<file path="config.mk">
export PLATFORM = sky130hd
export DESIGN_NAME = fwd_scoreboard
export DESIGN_NICKNAME = d
export VERILOG_FILES = /design/src/rtl/fwd_scoreboard.sv
export SDC_FILE = /design/constraint.sdc
export NUM_CORES = 1
export LEC_CHECK = 0
export BUFFER_PORTS_ARGS = -buffer_cell sky130_fd_sc_hd__buf_4
export CORE_AREA = 2 2 125 127
export DETAILED_ROUTE_END_ITERATION = 8
export DIE_AREA = 0 0 127 129
export GPL_ROUTABILITY_DRIVEN = 1
export GPL_TIMING_DRIVEN = 0
export SYNTH_ARGS = -nofsm -noshare
export SYNTH_HDL_FRONTEND = slang
export SYNTH_SLANG_ARGS = --single-unit
</file>
<file path="constraint.sdc">
create_clock -name iw_clk -period 4.49 [get_ports iw_clk]
set_input_delay 0.449 -clock iw_clk [delete_from_list [all_inputs] [get_ports iw_clk]]
set_output_delay 0.449 -clock iw_clk [all_outputs]
set_load 0.02 [all_outputs]
</file>
<file path="src/rtl/fwd_scoreboard.sv">
// ---------------------------------------------------------------------------
// fwd_scoreboard
//   Operand-forwarding network merged with a per-register countdown
//   scoreboard, placed at the decode/execute boundary.
//
//   Forwarding: every read port scans the in-flight stages youngest-first
//   (stage 0 = EX/MA ... stage N_STG-1 = MO/WB). The first stage writing the
//   requested register supplies the operand; otherwise the RF value passes.
//   Scoreboard: an accepted instruction with non-zero latency loads a
//   countdown for its target. A register stays busy while its counter is
//   non-zero. Decode is stalled on a not-yet-computed forwarded result, on a
//   busy source not covered by a valid forward, or on a busy target (WAW).
//
//   Optional build macro: FWD_SCOREBOARD_STATS_EN adds saturating 16-bit
//   counters of stall cycles and valid-forward cycles.
//
// Ports
//   iw_clk, iw_rst      clock, asynchronous active-high reset
//   iw_rd_en            per-port operand request
//   iw_rd_addr          per-port register index  [k*REG_W +: REG_W]
//   iw_rf_data          per-port register-file data [k*DATA_W +: DATA_W]
//   iw_stg_we/tgt/vld/res  per-stage write enable, target, result-ready, result
//   iw_issue, iw_issue_we, iw_issue_tgt, iw_issue_lat  decode instruction
//   iw_flush            squash the decode instruction
//   or_rd_val           forwarded operand per port
//   or_stall            hold decode this cycle (combinational)
//   or_busy             registered busy mask, one bit per register
//   or_stall_cnt, or_fwd_cnt  (stats build only)
// ---------------------------------------------------------------------------
module fwd_scoreboard #(
  parameter int DATA_W = 24,
  parameter int REG_W  = 4,
  parameter int N_RD   = 2,
  parameter int N_STG  = 3,
  parameter int LAT_W  = 3
) (
  input  logic                    iw_clk,
  input  logic                    iw_rst,
  input  logic [N_RD-1:0]         iw_rd_en,
  input  logic [N_RD*REG_W-1:0]   iw_rd_addr,
  input  logic [N_RD*DATA_W-1:0]  iw_rf_data,
  input  logic [N_STG-1:0]        iw_stg_we,
  input  logic [N_STG*REG_W-1:0]  iw_stg_tgt,
  input  logic [N_STG-1:0]        iw_stg_vld,
  input  logic [N_STG*DATA_W-1:0] iw_stg_res,
  input  logic                    iw_issue,
  input  logic                    iw_issue_we,
  input  logic [REG_W-1:0]        iw_issue_tgt,
  input  logic [LAT_W-1:0]        iw_issue_lat,
  input  logic                    iw_flush,
  output logic [N_RD*DATA_W-1:0]  or_rd_val,
  output logic                    or_stall,
  output logic [(2**REG_W)-1:0]   or_busy
`ifdef FWD_SCOREBOARD_STATS_EN
  ,
  output logic [15:0]             or_stall_cnt,
  output logic [15:0]             or_fwd_cnt
`endif
);

  localparam int NREG = 2**REG_W;

  logic [LAT_W-1:0] r_cnt [NREG];

  logic [N_RD-1:0]  w_hit;
  logic [N_RD-1:0]  w_hit_vld;
  logic [N_RD-1:0]  w_data_haz;
  logic [N_RD-1:0]  w_sb_haz;
  logic             w_waw;
  logic             w_accept;
  logic             w_load;
  logic             w_fwd_evt;

  // Forwarding scan: the hit flag blocks older stages once a younger one
  // matched, so an older valid result never masks a younger pending one.
  always_comb begin
    or_rd_val  = iw_rf_data;
    w_hit      = '0;
    w_hit_vld  = '0;
    w_data_haz = '0;
    w_sb_haz   = '0;
    for (int k = 0; k < N_RD; k++) begin
      for (int s = 0; s < N_STG; s++) begin
        if (!w_hit[k] && iw_stg_we[s] &&
            (iw_stg_tgt[s*REG_W +: REG_W] == iw_rd_addr[k*REG_W +: REG_W])) begin
          w_hit[k]                      = 1'b1;
          w_hit_vld[k]                  = iw_stg_vld[s];
          or_rd_val[k*DATA_W +: DATA_W] = iw_stg_res[s*DATA_W +: DATA_W];
        end
      end
      w_data_haz[k] = iw_rd_en[k] && w_hit[k] && !w_hit_vld[k];
      // A valid in-flight result covers a register still counting down.
      w_sb_haz[k]   = iw_rd_en[k] && (r_cnt[iw_rd_addr[k*REG_W +: REG_W]] != '0) &&
                      !(w_hit[k] && w_hit_vld[k]);
    end
  end

  assign w_waw     = iw_issue_we && (r_cnt[iw_issue_tgt] != '0);
  assign or_stall  = iw_issue && !iw_flush && ((|w_data_haz) || (|w_sb_haz) || w_waw);
  assign w_accept  = iw_issue && !iw_flush && !or_stall;
  assign w_load    = w_accept && iw_issue_we && (iw_issue_lat != '0);
  assign w_fwd_evt = |(iw_rd_en & w_hit & w_hit_vld);

  // Countdown per register; a load never meets a running counter because
  // such an issue is stalled as WAW.
  always_ff @(posedge iw_clk or posedge iw_rst) begin
    if (iw_rst) begin
      for (int r = 0; r < NREG; r++) r_cnt[r] <= '0;
    end else begin
      for (int r = 0; r < NREG; r++) begin
        if (w_load && (REG_W'(r) == iw_issue_tgt))
          r_cnt[r] <= iw_issue_lat;
        else if (r_cnt[r] != '0)
          r_cnt[r] <= r_cnt[r] - LAT_W'(1);
      end
    end
  end

  always_comb begin
    or_busy = '0;
    for (int r = 0; r < NREG; r++) or_busy[r] = (r_cnt[r] != '0);
  end

`ifdef FWD_SCOREBOARD_STATS_EN
  logic [15:0] r_stall_cnt;
  logic [15:0] r_fwd_cnt;

  function automatic logic [15:0] sat_inc(input logic [15:0] v, input logic en);
    if (en && (v != 16'hFFFF)) return v + 16'd1;
    return v;
  endfunction

  always_ff @(posedge iw_clk or posedge iw_rst) begin
    if (iw_rst) begin
      r_stall_cnt <= '0;
      r_fwd_cnt   <= '0;
    end else begin
      r_stall_cnt <= sat_inc(r_stall_cnt, or_stall);
      r_fwd_cnt   <= sat_inc(r_fwd_cnt, w_fwd_evt);
    end
  end

  assign or_stall_cnt = r_stall_cnt;
  assign or_fwd_cnt   = r_fwd_cnt;
`else
  logic w_unused_fwd_evt;
  assign w_unused_fwd_evt = w_fwd_evt;
`endif

endmodule

</file>
==> flow_summary.ini, run 1 <==
[sta]
fin_crit_ns = 3.76
finalClockSkew_ns = 0.00396
finalSetupTns_ns = 0
worst_pin_slew_ns = 0.924
setup_viol = 0
slew_headroom = 0.378
rsz0062_at_grt = false
fin_crit_sh = 0.838
slew_violations = 0
finalHoldViolCount = 0
setup_slack_ns = 0.728
max_freq_mhz = 266

[setup_path]
path_class = input pin to output pin
crit_path_end_kind = output pin
critPathLaunchType = input pin
slowest_delay_ns = 0.55
cp_max_fo = 10
crit_arrival_ns = 3.31
regToRegEndpoint = r_cnt[3]
r2r_slack_ns = 1.43
cpMaxStageDelayCell = nor3b_1
rr_startpoint = r_cnt[32]
rr_worst_depth = 8
path_cells = buf_4 > buf_1 > xor2_1 > nor4_1 > nor3b_1 > clkbuf_1 > clkbuf_1 > nand2_1 > o21ai_0 > buf_4
critPathRequiredTime_ns = 4.04

[floorplanning]
die-area_mm2 = 0.0164
rows = 45
fp.dieW_um = 127
start_util = 0.375
coreArea_mm2 = 0.0150
ios = 225
die_h_um = 129

[grt]
grt_max_degree = 26
grt_pass1_vias = 5649
overflow = 0
antenna_found_initial = 0
grt_usage = 0.249
grt_pass1_wl_mm = 31.8

[cts]
clk_latency_ns = 0.29
cts_resized = 0
cts_hold_buf = 0
path_clk_slew_ns = 0.06
h-tree-depth = 2
post_cts_buffers = 0
cts_tree = built
clk_path_buf_depth = 2
cts_made_buffers = 5
cts_num_sinks = 48
clock-root-buffer = clkbuf_16

[logic_synthesis]
synth.cell_area_mm2 = 0.00562
yosys_warnings = 0
syn_area_per_cell_um2 = 8.02
synthArstFlopShare = 1.00
yosysSeqAreaShare = 0.214
ys_types = 57
synth_seq_cells = 48
synth_enable_flop_cells = 0
syn_inst = 700
synth_flop_cell = dfrtp_1
synth.net_count = 892

[cells_and_area]
n_antenna_cell = 0
num-fill-cells = 1545
layout-drive-gt1-share = 0.300
largest_register = r_cnt
mostFrequentLayoutCells = 222 x buf_4, 81 x nand2_1, 69 x o21ai_0, 61 x nor2_1, 53 x mux2i_1
nets = 1121
multi_input_area_mm2 = 0.00410
largest_register_ffs = 48
register_area_mm2 = 0.00120
syn2layout_area_growth_pct = 36.7
layout_commonest_cell = buf_4
instances_no_fill = 1118
final_cell_area_mm2 = 0.00768
largestRegisters = r_cnt x48

[min_path]
hold_path.class = input pin to asynchronous set/reset pin

[placement]
place_hpwl_mm = 17.5
place_area_mm2 = 0.00753
dp_cells = 1110
gp_congestion = 0.948
dp_slack_ns = 0.707
io_buffer_count = 221

[pwr]
p_per_area_mw_per_mm2 = 413
power.leakage_nw = 3.58
vdd_drop_max_uv = 368

[run]
drv_cap = 0

[route]
avgRoutedWirePerCell_um = 19.0
drc_errors = 0
drt_iter0_drc = 341
antenna_left = 0
firstDrtPassIters = 5
viasPerCell = 5.37
vias = 6007
routed_wl_mm = 21.3

[outcome]
outcome = complete, no violations
==> per-layer routing <==
layer | wire, µm | vias up | GRT usage
met1 | 9000 | 2826 | 0.324
met2 | 10300 | 247 | 0.434
li1 | - | 2914 | -
met5 | 0 | - | 0
met3 | 1560 | 20 | 0.0428
met4 | 386 | 0 | 0.0575
==> cells in the mapped netlist, drive strengths merged, types with 2 or more instances <==
cell	number	area share
nand2	90	0.064
o21ai	75	0.067
mux2	63	0.13
nor2	61	0.041
mux2i	53	0.094
dfrtp	48	0.21
a21oi	42	0.037
inv	42	0.028
ha	32	0.071
clkbuf	26	0.017
nor3	25	0.022
nand2b	21	0.023
xnor2	21	0.033
xor2	13	0.020
buf	12	0.011
nand3	10	0.012
a211oi	7	0.010
nor4	7	0.0078
nor2b	6	0.0067
mux4	5	0.020
nand4	5	0.0056
a2111oi	4	0.016
nor3b	4	0.0074
a22oi	3	0.0040
and3	3	0.0033
a22o	2	0.0047
a31oi	2	0.0022
o221a	2	0.0056
==> critical path, delay by kind of cell <==
kind                   cells  cell delay (ns)
AO/OA/AOI/OAI              1             0.13
XOR/XNOR                   1             0.13
buffers and inverters      5             1.57
AND/OR/NAND/NOR            3             1.04
==> how the worst max path moves through the flow <==
stage / end / cells past startpoint / startpoint
finish: or_rd_val[5] / 10 / iw_rd_addr[1]
global route: or_rd_val[5] / 10 / iw_rd_addr[2]
CTS: or_rd_val[5] / 10 / iw_rd_addr[1]
detailed placement: or_rd_val[5] / 10 / iw_rd_addr[1]
global placement: or_rd_val[9] / 10 / iw_rd_addr[1]
floorplan: or_rd_val[2] / 9 / iw_rd_addr[0]
==> through the flow <==
stage / hold WS (ns) / utilization / power [mW]
floorplan: 0.581 / - / 2.20
global placement: 0.652 / 0.501 / 2.77
detailed placement: 0.549 / 0.503 / 2.80
CTS: 0.244 / 0.513 / 3.19
global route: 0.286 / 0.513 / 3.45
finish: 0.222 / 0.513 / 3.17
==> layout make-up <==
class,instances,area share
Clock buffer,8,0.0191
Buffer,38,0.0209
Timing Repair Buffer,222,0.219
Tap cell,188,0.0306
Sequential cell,48,0.156
Multi-Input combinational cell,572,0.534
Inverter,42,0.0205
==> report_power, final <==
part           total [mW]  switching, mW  internal (mW)  leakage (nW)
registers           0.856          0.180          0.676         0.562
logic                1.93          0.964          0.965          2.94
clock network       0.382          0.159          0.223        0.0712
total                3.17           1.30           1.86          3.58
==> cell families (layout without fill, tap and decap cells) <==
| family | after synthesis | in the layout | share of synthesized area |
|---|---|---|---|
| buffers and inverters | 80 | 310 | 0.0566 |
| DFF | 48 | 48 | 0.214 |
| and+or+nand+nor | 238 | 238 | 0.202 |
| AOI/OAI and AO/OA | 147 | 147 | 0.163 |
| adders and majority gates | 32 | 32 | 0.0713 |
| muxes | 121 | 121 | 0.241 |
| xor gates and xnor gates | 34 | 34 | 0.0530 |
No activity file was read; power rests on OpenSTA's default activity.
==> run 2, diff against run 1 <==
Clock period 4.49 ns to 3.5 ns, I/O delays scaled along.
==> run 2 against run 1 <==
  * Register-to-register slack got worse by 0.98 ns
  * Sequential power increased by 29%
  * Worst setup slack got worse by 0.54 ns
  * Clock-buffer cell count unchanged
  * Final area increased by 0.34%
  * Sequential share of layout area decreased by 0.053 points
  * Largest power group unchanged
  * Clock power increased by 28%
  * Via count decreased by 1.2%
  * Clock skew about the same
  * Die area unchanged
  * Critical path type unchanged
  * Utilization increased by 0.18 points
==> flow_summary.ini, run 2 (synthesized netlist as in run 1, its figures left out) <==
[outcome]
outcome = complete, no violations

[cts]
cts_made_buffers = 5
cts_num_sinks = 48
clk_latency_ns = 0.29
h-tree-depth = 2
path_clk_slew_ns = 0.06
cts_tree = built
clk_path_buf_depth = 2
clock-root-buffer = clkbuf_16

[sta]
slew_headroom = 0.390
finalHoldViolCount = 0
fin_crit_sh = 0.947
worst_pin_slew_ns = 0.907
slew_violations = 0
rsz0062_at_grt = false
finalClockSkew_ns = 0.00357
max_freq_mhz = 302
setup_viol = 0
fin_crit_ns = 3.31

[route]
drt_iter0_drc = 309
antenna_left = 0
firstDrtPassIters = 5
viasPerCell = 5.31
vias = 5934
drc_errors = 0
avgRoutedWirePerCell_um = 19.0
routed_wl_mm = 21.2

[cells_and_area]
instances_no_fill = 1118
nets = 1121
multi_input_area_mm2 = 0.00412
register_area_mm2 = 0.00120
layout-drive-gt1-share = 0.308
largestRegisters = r_cnt x48
num-fill-cells = 1543
syn2layout_area_growth_pct = 37.2
mostFrequentLayoutCells = 222 x buf_4, 81 x nand2_1, 69 x o21ai_0, 61 x nor2_1, 53 x mux2i_1
largest_register_ffs = 48
largest_register = r_cnt
layout_commonest_cell = buf_4
n_antenna_cell = 0

[setup_path]
crit_path_end_kind = output pin
r2r_slack_ns = 0.45
crit_arrival_ns = 2.96
cp_max_fo = 10
regToRegEndpoint = r_cnt[25]
critPathRequiredTime_ns = 3.15
rr_startpoint = r_cnt[32]
path_class = input pin to output pin
critPathLaunchType = input pin
rr_worst_depth = 8

[pwr]
vdd_drop_max_uv = 473
power.leakage_nw = 3.60
p_per_area_mw_per_mm2 = 527
p_total_mw = 4.06

[placement]
gp_congestion = 0.948
dp_cells = 1110
place_hpwl_mm = 17.5
io_buffer_count = 221

[grt]
grt_pass1_vias = 5646
overflow = 0
grt_max_degree = 26
grt_usage = 0.249
antenna_found_initial = 0
grt_pass1_wl_mm = 31.8

[floorplanning]
ios = 225
coreArea_mm2 = 0.0150
die-area_mm2 = 0.0164
fp.dieW_um = 127
start_util = 0.375
die_h_um = 129
rows = 45

[run]
drv_cap = 0

[min_path]
hold_path.class = input pin to asynchronous set/reset pin
==> run 2: changes by cell type in the layout (fill, tap and decap cells not counted) <==
cell and change:
clkbuf_1 -6, nor3b_2 +1, buf_1 +1, nor4_4 +1, nor4_1 -1, clkbuf_2 +5
nor3b_1 -1
==> run 2: cell type report <==
| cell class | instances | area share |
|---|---|---|
| Buffer | 38 | 0.0216 |
| Clock buffer | 8 | 0.0190 |
| Tap cell | 188 | 0.0305 |
| Sequential cell | 48 | 0.156 |
| Multi-Input combinational cell | 572 | 0.534 |
| Timing Repair Buffer | 222 | 0.218 |
| Inverter | 42 | 0.0205 |
==> run 2: critical path, stage by stage <==
cell and delay (ns):
buf_4 0.11, buf_2 0.20, nand2b_1 0.10, o2111ai_1 0.16
nor3_1 0.78, nor3b_2 0.18, a22o_4 0.36, a211oi_2 0.40
a21oi_1 0.14, buf_4 0.19
==> run 2: metrics by stage <==
step / utilization / worst slack, ns / hold slack (ns) / TNS [ns] / area [µm²]
after floorplan: - / 0.653 / 0.482 / 0 / 5620
after global placement: 0.501 / -0.0375 / 0.652 / -0.158 / 7510
after detailed placement: 0.503 / -0.0847 / 0.450 / -0.775 / 7530
after CTS: 0.513 / 0.0528 / 0.145 / 0 / 7690
after global routing: 0.514 / 0.0276 / 0.187 / 0 / 7700
final: 0.514 / 0.187 / 0.121 / 0 / 7700
==> run 2: metal layers <==
layer  routed length, µm  vias to the layer above  GRT usage  part of all wire
met4                 383                        0     0.0575             0.018
met3                1550                       20     0.0424             0.073
met1                8960                     2777      0.324              0.42
met5                   0                        -          0                 0
met2               10300                      225      0.434              0.49
li1                    -                     2912          -                 -
==> run 2: worst max-delay path by stage <==
stage                        end  depth (start not counted)          start  slack, ns
floorplan           or_rd_val[2]                          9  iw_rd_addr[0]       0.65
global placement    or_rd_val[9]                         10  iw_rd_addr[1]      -0.04
detailed placement  or_rd_val[5]                         10  iw_rd_addr[1]      -0.08
CTS                 or_rd_val[5]                         10  iw_rd_addr[1]       0.05
global route        or_rd_val[5]                         10  iw_rd_addr[1]       0.03
finish                  or_stall                         10  iw_rd_addr[2]       0.19
==> run 2: where the power goes <==
group	switching (mW)	total, mW	leakage, nW	internal [mW]
Combinational	1.24	2.48	2.97	1.24
Sequential	0.231	1.10	0.562	0.867
Clock	0.203	0.488	0.0712	0.285
==> run 2: timing repair <==
item,in CTS,in global routing
endpoints found under the setup margin,20,40
hold buffers,0,0
pin swaps,0,0
buffers inserted,0,0
resized for setup,3,10
hold endpoints to repair,0,0
